$ cat src/rtl/exec_pkg.sv
// Shared definitions for the execute stage: opcodes, default widths, FSM states
// and the offset sign-extension helper.
package exec_pkg;

    localparam int XLEN_DEF  = 32;
    localparam int OFF_W_DEF = 10;

    localparam logic [6:0] OP_ADD  = 7'h00;
    localparam logic [6:0] OP_SUB  = 7'h01;
    localparam logic [6:0] OP_MUL  = 7'h02;
    localparam logic [6:0] OP_LDW  = 7'h10;
    localparam logic [6:0] OP_STW  = 7'h11;
    localparam logic [6:0] OP_BEQ  = 7'h30;
    localparam logic [6:0] OP_JUMP = 7'h31;

    typedef enum logic {IDLE, MUL_BUSY} state_t;

    // Sign-extend the low 'width' bits of val to 64 bits; callers truncate to XLEN.
    function automatic logic signed [63:0] sext(input logic [63:0] val, input int width);
        logic signed [63:0] t;
        t = signed'(val << (64 - width));
        return t >>> (64 - width);
    endfunction

endpackage

$ cat src/rtl/seq_multiplier.sv
// Iterative shift-add multiplier: one partial product per cycle, XLEN cycles,
// low XLEN bits of a*b presented on product while done is high.
module seq_multiplier #(
    parameter int XLEN = 32
) (
    input  logic            clk,
    input  logic            reset,
    input  logic            start,
    input  logic [XLEN-1:0] a,
    input  logic [XLEN-1:0] b,
    output logic            busy,
    output logic            done,
    output logic [XLEN-1:0] product
);

    localparam int CNT_W = $clog2(XLEN);

    logic [XLEN-1:0]  acc;
    logic [XLEN-1:0]  mcand;
    logic [XLEN-1:0]  mplier;
    logic [CNT_W-1:0] cnt;
    logic [XLEN-1:0]  acc_next;

    assign acc_next = mplier[0] ? acc + mcand : acc;
    // The final step's sum is forwarded combinationally so the caller can
    // register it on the same edge the multiplier goes idle.
    assign done     = busy && (cnt == CNT_W'(XLEN - 1));
    assign product  = acc_next;

    always_ff @(posedge clk or posedge reset) begin
        if (reset) begin
            busy   <= 1'b0;
            cnt    <= '0;
            acc    <= '0;
            mcand  <= '0;
            mplier <= '0;
        end else if (start && !busy) begin
            busy   <= 1'b1;
            cnt    <= '0;
            acc    <= '0;
            mcand  <= a;
            mplier <= b;
        end else if (busy) begin
            acc    <= acc_next;
            mcand  <= mcand << 1;
            mplier <= mplier >> 1;
            cnt    <= cnt + 1'b1;
            if (done) busy <= 1'b0;
        end
    end

endmodule

$ cat src/rtl/execute_stage.sv
// Execute stage: ALU, multi-cycle MUL, address generation and branch resolution.
// Define EXEC_FORWARD_EN to bypass the previous ALU/MUL result into the operands.
module execute_stage
    import exec_pkg::*;
#(
    parameter int XLEN  = XLEN_DEF,
    parameter int OFF_W = OFF_W_DEF
) (
    input  logic             clk,
    input  logic             reset,
    input  logic             in_valid,
    input  logic [6:0]       opcode,
    input  logic [4:0]       dst,
    input  logic [XLEN-1:0]  src1,
    input  logic [XLEN-1:0]  src2,
    input  logic [4:0]       src1_reg,
    input  logic [4:0]       src2_reg,
    input  logic [OFF_W-1:0] offsetlo,
    input  logic [XLEN-1:0]  pc_in,
    output logic             stall,
    output logic             ex_valid,
    output logic [6:0]       ex_opcode,
    output logic [4:0]       ex_dst,
    output logic [XLEN-1:0]  ex_result,
    output logic [XLEN-1:0]  ex_store_data,
    output logic             ex_write_reg,
    output logic             branch_taken,
    output logic [XLEN-1:0]  branch_target
);

    state_t          state, state_nxt;
    logic [XLEN-1:0] op_a, op_b, imm;
    logic [XLEN-1:0] alu_res, br_target;
    logic            alu_wr, br_taken, op_known;
    logic            mul_start, mul_busy, mul_done;
    logic [XLEN-1:0] mul_product;
    logic [4:0]      mul_dst;

    assign imm = XLEN'(sext(64'(offsetlo), OFF_W));

`ifdef EXEC_FORWARD_EN
    logic fwd_ok;
    assign fwd_ok = ex_valid && ex_write_reg &&
                    (ex_opcode == OP_ADD || ex_opcode == OP_SUB || ex_opcode == OP_MUL);
    assign op_a = (fwd_ok && ex_dst == src1_reg) ? ex_result : src1;
    assign op_b = (fwd_ok && ex_dst == src2_reg) ? ex_result : src2;
`else
    logic unused_src_regs;
    assign unused_src_regs = ^{src1_reg, src2_reg};
    assign op_a = src1;
    assign op_b = src2;
`endif

    assign mul_start = (state == IDLE) && in_valid && (opcode == OP_MUL);
    assign stall     = mul_busy;

    seq_multiplier #(.XLEN(XLEN)) u_mul (
        .clk     (clk),
        .reset   (reset),
        .start   (mul_start),
        .a       (op_a),
        .b       (op_b),
        .busy    (mul_busy),
        .done    (mul_done),
        .product (mul_product)
    );

    always_comb begin
        state_nxt = state;
        case (state)
            IDLE:     if (mul_start) state_nxt = MUL_BUSY;
            MUL_BUSY: if (mul_done)  state_nxt = IDLE;
            default:  state_nxt = IDLE;
        endcase
    end

    always_comb begin
        alu_res   = op_a + imm;
        alu_wr    = 1'b0;
        br_taken  = 1'b0;
        br_target = op_a + imm;
        op_known  = 1'b1;
        case (opcode)
            OP_ADD:  begin alu_res = op_a + op_b; alu_wr = 1'b1; end
            OP_SUB:  begin alu_res = op_a - op_b; alu_wr = 1'b1; end
            OP_LDW:  alu_wr = 1'b1;
            OP_STW:  alu_wr = 1'b0;
            OP_BEQ:  begin br_taken = (op_a == op_b); br_target = pc_in + imm; end
            OP_JUMP: br_taken = 1'b1;
            default: op_known = 1'b0;
        endcase
    end

    // Result register stage: valid and branch pulse default low every cycle
    always_ff @(posedge clk or posedge reset) begin
        if (reset) begin
            state         <= IDLE;
            mul_dst       <= '0;
            ex_valid      <= 1'b0;
            ex_opcode     <= '0;
            ex_dst        <= '0;
            ex_result     <= '0;
            ex_store_data <= '0;
            ex_write_reg  <= 1'b0;
            branch_taken  <= 1'b0;
            branch_target <= '0;
        end else begin
            state        <= state_nxt;
            ex_valid     <= 1'b0;
            branch_taken <= 1'b0;
            if (state == MUL_BUSY) begin
                if (mul_done) begin
                    ex_valid     <= 1'b1;
                    ex_opcode    <= OP_MUL;
                    ex_dst       <= mul_dst;
                    ex_result    <= mul_product;
                    ex_write_reg <= 1'b1;
                end
            end else if (in_valid) begin
                if (opcode == OP_MUL) begin
                    mul_dst <= dst;
                end else if (op_known) begin
                    ex_valid      <= 1'b1;
                    ex_opcode     <= opcode;
                    ex_dst        <= dst;
                    ex_result     <= alu_res;
                    ex_store_data <= op_b;
                    ex_write_reg  <= alu_wr;
                    branch_taken  <= br_taken;
                    branch_target <= br_target;
                end
            end
        end
    end

endmodule

$ cat config.mk
export PLATFORM = sky130hd
export DESIGN_NAME = execute_stage
export DESIGN_NICKNAME = d
export VERILOG_FILES = /design/src/rtl/exec_pkg.sv /design/src/rtl/seq_multiplier.sv /design/src/rtl/execute_stage.sv
export SDC_FILE = /design/constraint.sdc
export NUM_CORES = 1
export LEC_CHECK = 0
export ABC_AREA = 1
export ABC_CLOCK_PERIOD_IN_PS = 20200
export BUFFER_PORTS_ARGS = -buffer_cell sky130_fd_sc_hd__buf_2
export CORE_MARGIN = 3
export CORE_UTILIZATION = 35
export CTS_CLUSTER_DIAMETER = 80
export DETAILED_ROUTE_END_ITERATION = 6
export GPL_ROUTABILITY_DRIVEN = 1
export PLACE_DENSITY = 0.54
export REMOVE_ABC_BUFFERS = 1
export SLEW_MARGIN = 20
export SYNTH_ARGS = -nofsm -noshare
export SYNTH_HDL_FRONTEND = slang
export SYNTH_SLANG_ARGS = --single-unit
$ cat constraint.sdc
create_clock -name clk -period 20.2 [get_ports clk]
set_input_delay 6.06 -clock clk [delete_from_list [all_inputs] [get_ports clk]]
set_output_delay 6.06 -clock clk [all_outputs]
set_load 0.01 [all_outputs]
==> results.json, run 1 <==
{
  "stdcell_area_um2": 23940,
  "place_inst": 4370,
  "ys_types": 51,
  "gp_congestion": 0.9476,
  "startpoint": "opcode[3]",
  "ys_ff_latch": 219,
  "fp.dieW_um": 251.9,
  "synthArstFlopShare": 1.000,
  "syn_area_per_cell_um2": 6.136,
  "pre_cts_slack_ns": 10.86,
  "tritoncts": "yes",
  "cp_max_fo": 41,
  "combPwrFrac": 0.401,
  "hp-start": "ex_result[25]",
  "coreArea_um2": 59460,
  "max_freq_ghz": 0.1147,
  "final_max_slew_viol_count": 0,
  "finalSetupTns_ns": 0,
  "routed_via_density": 5.092,
  "finalSetupViolCount": 0,
  "min_period_ns": 8.720,
  "worst_pin_slew_ns": 0.9013,
  "status": "finished clean",
  "hold_buffers": 0,
  "antenna_found_initial": 0,
  "cts_sinks": 219,
  "crit_arrival_ns": 9.18,
  "setup_ws_ns": 11.48,
  "start_util": 0.3559,
  "cts_root_buffer": "clkbuf_16",
  "end_kind": "flop",
  "whs_ns": 0.4736,
  "p_int_mw": 1.110,
  "layout_common_cells": "nand2_1, inv_1, nand3_1",
  "synth-main-ff-cell": "dfrtp_1",
  "wl_per_cell_um": 18.24,
  "vias": 22520,
  "drc": 0,
  "hold_viol_final": 0,
  "areaGrowthSynthToFinish_pct": 13.10,
  "cts-buffers-inserted": 29,
  "skew_ns": 0.01086,
  "p_per_area_nw_per_um2": 79.26,
  "grt_pass1_vias": 21820,
  "p_seq_frac": 0.309,
  "finalNonFillerCells": 4423,
  "cts_resized": 0,
  "clock_latency_ns": 0.60,
  "diodes": 0,
  "grtUsageTotal": 0.2501,
  "fp.dieH_um": 251.9,
  "final_common_cell": "nand2_1",
  "num_rows": 89,
  "r2r-start": "state",
  "required_ns": 20.66,
  "grt_max_degree": 91,
  "dr.pass1.iters": 6,
  "layout.nets": 3922,
  "cp-start-kind": "input port",
  "relSlewSlack": 0.3991,
  "ir_drop_mv": 0.06236,
  "synth-seq-area-share": 0.2590,
  "synth_cells": 3449,
  "synth_area_um2": 21160,
  "post_cts_buffers": 0,
  "min_path_type": "flop to flop",
  "rsz0062_at_grt": "no",
  "io-pin-count": 243,
  "clk_pin_slew_worst_paths_ns": 0.06,
  "swShare": 0.4149,
  "finalCritPeriodShare": 0.4317,
  "p_clk_frac": 0.290,
  "dieArea_um2": 63450,
  "power.switching_uw": 787.1,
  "synth_edf_count": 0,
  "ant_nets": 0,
  "hpwl_mm": 64.13,
  "ys_warn_count": 0,
  "placed_cell_area_um2": 22920,
  "htreeDepth": 1,
  "overflow": 0,
  "io_buffers": 232,
  "final_util": 0.4025,
  "drt-total-wl_mm": 80.66,
  "static-leakage-power_nw": 13.37,
  "drive_above_1_share": 0.09671,
  "maxCapViolCount": 0,
  "grt_pass1_wl_mm": 123.6,
  "drtIter0Drc": 1491,
  "finalPower_mw": 1.897,
  "worstSetupPathType": "input port to flop",
  "cts_max_path_buffers": 3
}
-- final cells by class --
class	count	area, um2
fill	6673	35530
multi-input combinational	2591	13150
sequential	219	5482
inverter	538	2032
timing repair buffer	249	1289
tap	773	967.2
clock buffer	36	802.0
clock inverter	17	210.2
-- power groups by stage --
stage,clock network [mW],logic (mW),registers (mW)
after floorplan,0,0.475,0.610
after global placement,0,0.752,0.592
after detailed placement,0,0.756,0.591
after CTS,0.565,0.758,0.585
after global routing,0.582,0.862,0.597
final,0.551,0.761,0.586
-- cells by family after synthesis --
kind of cell,synth area share
buffers and inverters,0.1202
AOI/OAI and AO/OA,0.1300
adders and majority gates,0.09814
and+or+nand+nor,0.3710
muxes,0.003133
xor gates and xnor gates,0.01862
DFF,0.2590
-- final timing paths --
kind	to	slack, ns	cells after the start
worst max-delay path	ex_result[1]	11.48	10
worst min-delay path	ex_result[25]	0.47	2
worst max register to register	ex_result[1]	16.31	9
worst min register to register	ex_result[25]	0.47	2
max in group asynchronous	u_mul.mplier[29]	13.23	3
min in group asynchronous	ex_result[3]	5.56	2
-- metal layers --
metal	track usage	share of wire	vias up
li1	-	-	11350
met1	0.3295	0.44	10400
met2	0.4299	0.47	618
met3	0.02763	0.054	154
met4	0.08059	0.036	0
met5	0	0	-
-- worst max-delay path, cell delays in order --
cell      delay [ns]
buf_2           0.11
nor2_4          0.13
nand3_2         0.15
a221oi_2        0.38
nand3_4         0.44
nand2_2         0.71
buf_4           0.42
inv_2           0.35
a21oi_1         0.24
a21oi_1         0.09
-- synthesized netlist by cell type, drive strengths merged (41+ instances only) --
| master | count | area [um2] |
|---|---|---|
| a21oi | 176 | 892.1 |
| buf | 60 | 361.6 |
| clkbuf | 41 | 157.6 |
| dfrtp | 219 | 5480 |
| ha | 158 | 1977 |
| inv | 537 | 2016 |
| nand2 | 1244 | 4695 |
| nand3 | 288 | 1466 |
| nand4 | 46 | 287.8 |
| nor2 | 268 | 1055 |
| o211ai | 46 | 345.3 |
| o21ai | 160 | 819.6 |
Note: power is estimated with default switching activity, not from simulation.
==> inputs of run 2 (changes only) <==
--- a/config.mk
+++ b/config.mk
@@ -5,15 +5,15 @@
 export SDC_FILE = /design/constraint.sdc
 export NUM_CORES = 1
 export LEC_CHECK = 0
-export ABC_AREA = 1
-export ABC_CLOCK_PERIOD_IN_PS = 20200
+export ABC_AREA = 0
+export ABC_CLOCK_PERIOD_IN_PS = 8600
 export BUFFER_PORTS_ARGS = -buffer_cell sky130_fd_sc_hd__buf_2
 export CORE_MARGIN = 3
 export CORE_UTILIZATION = 35
 export CTS_CLUSTER_DIAMETER = 80
 export DETAILED_ROUTE_END_ITERATION = 6
 export GPL_ROUTABILITY_DRIVEN = 1
-export PLACE_DENSITY = 0.54
+export PLACE_DENSITY = 0.55
 export REMOVE_ABC_BUFFERS = 1
 export SLEW_MARGIN = 20
 export SYNTH_ARGS = -nofsm -noshare
==> constraint.sdc (replaced) <==
create_clock -name clk -period 8.6 [get_ports clk]
set_input_delay 2.58 -clock clk [delete_from_list [all_inputs] [get_ports clk]]
set_output_delay 2.58 -clock clk [all_outputs]
set_load 0.01 [all_outputs]
==> run 2 against run 1 <==
Net effect: first-iteration DRC count down 1.4%; combinational power up 59%; worst hold slack got worse by 0.0066 ns; wire length down 17%; utilization is 0.80 points higher; sequential power is 96% higher; count of clock-buffer cells in the layout rose by 4; critical path type unchanged; largest power group unchanged.
==> results.json, run 2 <==
{
  "status": "finished clean",
  "cts_resized": 0,
  "hold_buffers": 0,
  "synth-seq-area-share": 0.3015,
  "areaGrowthSynthToFinish_pct": 14.46,
  "worst_pin_slew_ns": 0.9992,
  "met3_usage": 0.02855,
  "overflow": 0,
  "met2_usage": 0.3785,
  "grtUsageMet1": 0.3420,
  "r2r_end": "ex_result[30]",
  "setup_ws_ns": 2.621,
  "register_area_um2": 5484,
  "synth_cells": 2244,
  "num_rows": 82,
  "wl_per_cell_um": 21.58,
  "ant_nets": 0,
  "coreArea_um2": 50680,
  "final_max_slew_viol_count": 0,
  "clk_pin_slew_worst_paths_ns": 0.06,
  "min_period_ns": 5.979,
  "min_path_type": "flop to flop",
  "htreeDepth": 1,
  "cp-start-kind": "input port",
  "synth.top_cell.area_share": 0.3015,
  "end_kind": "flop",
  "post_cts_buffers": 0,
  "layout.nets": 2705,
  "synth_edf_count": 0,
  "worstRegToRegCells": 12,
  "busiest_layer": "met2",
  "final_common_cell": "nand2_1",
  "cts-buffers-inserted": 27,
  "max_freq_ghz": 0.1672,
  "drive_above_1_share": 0.1453,
  "gp_congestion": 0.9387,
  "grtUsageTotal": 0.2386,
  "finalSetupTns_ns": 0,
  "place_inst": 3054,
  "io_buffers": 232,
  "required_ns": 9.03,
  "clock_latency_ns": 0.58,
  "fillers": 5213,
  "finalNonFillerCells": 3106,
  "fp.dieW_um": 233.9,
  "hp-start": "branch_target[14]",
  "io-pin-count": 243,
  "grt_pass1_wl_mm": 101.9,
  "cts_root_buffer": "clkbuf_16",
  "whs_ns": 0.4670,
  "ys_ff_latch": 219,
  "finalSetupViolCount": 0,
  "static-leakage-power_nw": 9.694,
  "cts_sinks": 219,
  "netlist_top_cells_area": "dfrtp_1, ha_1, o21ai_0",
  "cts_max_path_buffers": 3,
  "grt_max_degree": 100,
  "r2r-start": "u_mul.mcand[0]",
  "synth_area_um2": 18180,
  "ys_types": 86,
  "vias": 17670,
  "synth_area_leader_cell": "dfrtp_1",
  "whs_endpoint": "branch_target[14]",
  "maxCapViolCount": 0,
  "worstSetupPathType": "input port to flop",
  "tritoncts": "yes",
  "drt-total-wl_mm": 67.04,
  "pre_cts_slack_ns": 2.113,
  "multiInputGateArea_um2": 11900,
  "hold_viol_final": 0,
  "layout_common_cells": "nand2_1, o21ai_0, buf_2",
  "skew_ns": 0.01361,
  "routed_via_density": 5.687,
  "drtIter0Drc": 1470,
  "start_util": 0.3587,
  "p_per_area_nw_per_um2": 169.1,
  "relSlewSlack": 0.3339,
  "synthArstFlopShare": 1.000,
  "dr.pass1.iters": 5,
  "syn_area_per_cell_um2": 8.101,
  "holdPathStages": 2,
  "grt_pass1_vias": 17020,
  "antenna_found_initial": 4,
  "synth-main-ff-cell": "dfrtp_1",
  "crit_arrival_ns": 6.41,
  "ys_warn_count": 0,
  "rsz0062_at_grt": "no",
  "r2r_setup_slack_ns": 4.80,
  "ir_drop_mv": 0.1339,
  "hpwl_mm": 50.53,
  "dieArea_um2": 54710,
  "ys_top_cells_by_count": "nand2_1, o21ai_0, a21oi_1, dfrtp_1, ha_1",
  "synth_most_common_cell": "nand2_1",
  "finalPower_mw": 3.519,
  "fp.dieH_um": 233.9,
  "drc": 0,
  "finalCritPeriodShare": 0.6953,
  "cp_max_fo": 46
}
==> run 2: worst max-delay path by stage <==
stage / startpoint / end / slack, ns / cells after the start
2_1_floorplan: reset / branch_taken / 0.03 / 1
3_3_place_gp: offsetlo[9] / ex_result[23] / 2.11 / 10
3_5_place_dp: offsetlo[9] / ex_result[23] / 2.11 / 10
4_1_cts: offsetlo[9] / ex_result[23] / 2.70 / 10
5_1_grt: offsetlo[9] / ex_result[23] / 2.36 / 10
6_report: offsetlo[9] / ex_result[23] / 2.62 / 10
==> run 2: kinds of logic after synthesis <==
kind of cell / share of synthesized area
fa+ha+maj: 0.1143
buf+inv: 0.04632
mux: 0.04701
flops: 0.3015
xor+xnor: 0.04529
compound gates: 0.2717
simple gates: 0.1740
==> run 2: final cells by class <==
cell class | instances | share of cell area
multi-input cells | 1813 | 0.5720
flip-flops and latches | 219 | 0.2636
clock inverters | 8 | 0.004750
clock buffers | 40 | 0.03722
repair buffers | 255 | 0.06410
inverters | 95 | 0.01750
diodes | 4 | 0.0004811
well taps | 672 | 0.04041
==> run 2: stage by stage <==
step	area [um2]	util
2_1_floorplan	17690	-
3_3_place_gp	19920	0.3931
3_5_place_dp	19920	0.3931
4_1_cts	20800	0.4103
5_1_grt	20810	0.4105
6_report	20810	0.4105
==> run 2: per-layer routing <==
layer | up-vias | routed length (um)
li1 | 8455 | -
met1 | 8518 | 31010
met2 | 605 | 29810
met3 | 87 | 4470
met4 | 0 | 1739
met5 | - | 0
==> run 2: where the power goes <==
group | switching, mW | internal, mW
clock network | 0.481 | 0.679
registers | 0.0529 | 1.10
logic | 0.735 | 0.476
total | 1.27 | 2.25
==> run 2: worst max-delay path: stages <==
cell and delay (ns):
buf_2 0.74, ha_1 0.45, a21o_1 0.19, or4_1 0.49, a221oi_1 0.36, o211ai_1 0.26, a21boi_0 0.39, xnor2_1 0.23
a221oi_1 0.60, nor2_1 0.08
==> inputs of run 3 (changes only) <==
--- a/config.mk
+++ b/config.mk
@@ -6,7 +6,7 @@
 export NUM_CORES = 1
 export LEC_CHECK = 0
 export ABC_AREA = 0
-export ABC_CLOCK_PERIOD_IN_PS = 8600
+export ABC_CLOCK_PERIOD_IN_PS = 6100
 export BUFFER_PORTS_ARGS = -buffer_cell sky130_fd_sc_hd__buf_2
 export CORE_MARGIN = 3
 export CORE_UTILIZATION = 35
==> constraint.sdc (replaced) <==
create_clock -name clk -period 6.1 [get_ports clk]
set_input_delay 1.83 -clock clk [delete_from_list [all_inputs] [get_ports clk]]
set_output_delay 1.83 -clock clk [all_outputs]
set_load 0.01 [all_outputs]
==> run 3 against run 2 <==
Net effect: setup slack got worse by 1.4 ns; critical path depth did not move; largest power group is now the clock network; non-clock buffer count rose by 5; via count fell by 0.12%; final area rose by 0.78%; worst hold slack got worse by 0.0044 ns; die area did not move; first-iteration DRC count fell by 1.6%; clock skew rose by 0.0031 ns; global-route usage rose by 0.068 points; critical path type unchanged.
==> results.json, run 3 (synthesis gave the netlist of run 2 again) <==
{
  "fp.dieW_um": 233.9,
  "rsz0062_at_grt": "no",
  "final_max_slew_viol_count": 0,
  "cts_sinks": 219,
  "drive_above_1_share": 0.1504,
  "hold_buffers": 0,
  "grt_pass1_vias": 17040,
  "ant_nets": 0,
  "dieArea_um2": 54710,
  "grt_pass1_wl_mm": 102.1,
  "clk_pin_slew_worst_paths_ns": 0.06,
  "dr.pass1.iters": 5,
  "holdPathStages": 2,
  "status": "finished clean",
  "skew_ns": 0.01668,
  "cts_resized": 0,
  "antenna_found_initial": 1,
  "grt_max_degree": 104,
  "ir_drop_mv": 0.1906,
  "start_util": 0.3587,
  "crit_arrival_ns": 5.28,
  "required_ns": 6.53,
  "drtIter0Drc": 1446,
  "areaGrowthSynthToFinish_pct": 15.35,
  "io-pin-count": 243,
  "final_common_cell": "nand2_1",
  "hpwl_mm": 50.59,
  "io_buffers": 232,
  "cts_root_buffer": "clkbuf_16",
  "worstRegToRegCells": 12,
  "wl_per_cell_um": 21.57,
  "maxCapViolCount": 0,
  "drt-total-wl_mm": 67.18,
  "post_cts_buffers": 0,
  "clock_latency_ns": 0.58,
  "min_path_type": "flop to flop",
  "p_per_area_nw_per_um2": 244.3,
  "relSlewSlack": 0.3238,
  "vias": 17640,
  "htreeDepth": 1,
  "finalCritPeriodShare": 0.7938,
  "cts_max_path_buffers": 3,
  "end_kind": "flop",
  "min_period_ns": 4.842,
  "finalSetupViolCount": 0,
  "coreArea_um2": 50680,
  "cp_max_fo": 24,
  "cts-buffers-inserted": 29,
  "worstSetupPathType": "input port to flop",
  "worst_pin_slew_ns": 1.012,
  "num_rows": 82,
  "cp-start-kind": "input port",
  "routed_via_density": 5.664,
  "hold_viol_final": 0,
  "max_freq_ghz": 0.2065,
  "gp_congestion": 0.9451,
  "whs_ns": 0.4625,
  "tritoncts": "yes",
  "drc": 0,
  "layout_common_cells": "nand2_1, o21ai_0, buf_2",
  "grtUsageTotal": 0.2393,
  "layout.nets": 2712,
  "overflow": 0,
  "finalSetupTns_ns": 0,
  "fp.dieH_um": 233.9,
  "static-leakage-power_nw": 9.790
}
==> run 3: final cells by class <==
class / instances / area [um2]
multi-input combinational: 1813 / 11900
antenna: 3 / 7.507
inverter: 95 / 364.1
clock buffer: 36 / 782.0
timing repair buffer: 260 / 1384
clock inverter: 17 / 205.2
fill: 5185 / 29710
sequential: 219 / 5484
tap: 672 / 840.8
==> run 3: worst paths after layout <==
path	endpoint	from	slack, ns
min	branch_target[14]	branch_target[14]	0.46
min reg2reg	branch_target[14]	branch_target[14]	0.46
max reg2reg	ex_result[30]	u_mul.mcand[0]	2.21
max	ex_result[23]	offsetlo[9]	1.26
min in group asynchronous	branch_target[1]	reset	1.34
max in group asynchronous	u_mul.mplier[19]	reset	3.64
==> run 3: stage by stage <==
stage | worst slack [ns] | std cells | area (um2) | total power, mW | util
floorplan | -1.723 | 2127 | 17690 | 2.844 | -
global placement | 0.7629 | 3059 | 19970 | 3.297 | 0.3941
detailed placement | 0.7744 | 3059 | 19970 | 3.318 | 0.3941
CTS | 1.371 | 3112 | 20960 | 5.153 | 0.4136
global route | 1.075 | 3113 | 20960 | 5.426 | 0.4136
finish | 1.258 | 3115 | 20970 | 5.122 | 0.4137
==> run 3: metal layers <==
metal | global-route usage | share of wire | vias to the layer above
li1 | - | - | 8487
met1 | 0.3449 | 0.47 | 8553
met2 | 0.3839 | 0.45 | 526
met3 | 0.02697 | 0.056 | 78
met4 | 0.05662 | 0.023 | 0
met5 | 0 | 0 | -
==> run 3: critical path, cell delays in order <==
cell	delay, ns
buf_2	0.44
ha_1	0.41
a21o_1	0.20
or4_1	0.49
a221oi_1	0.36
o211ai_1	0.27
a21boi_0	0.36
xnor2_1	0.22
a221oi_1	0.60
nor2_1	0.08
==> run 3: report_power, final <==
| group | switching [mW] | total, mW | internal [mW] |
|---|---|---|---|
| logic | 1.03 | 1.71 | 0.675 |
| registers | 0.0735 | 1.62 | 1.55 |
| clock network | 0.716 | 1.79 | 1.08 |
| total | 1.82 | 5.12 | 3.30 |
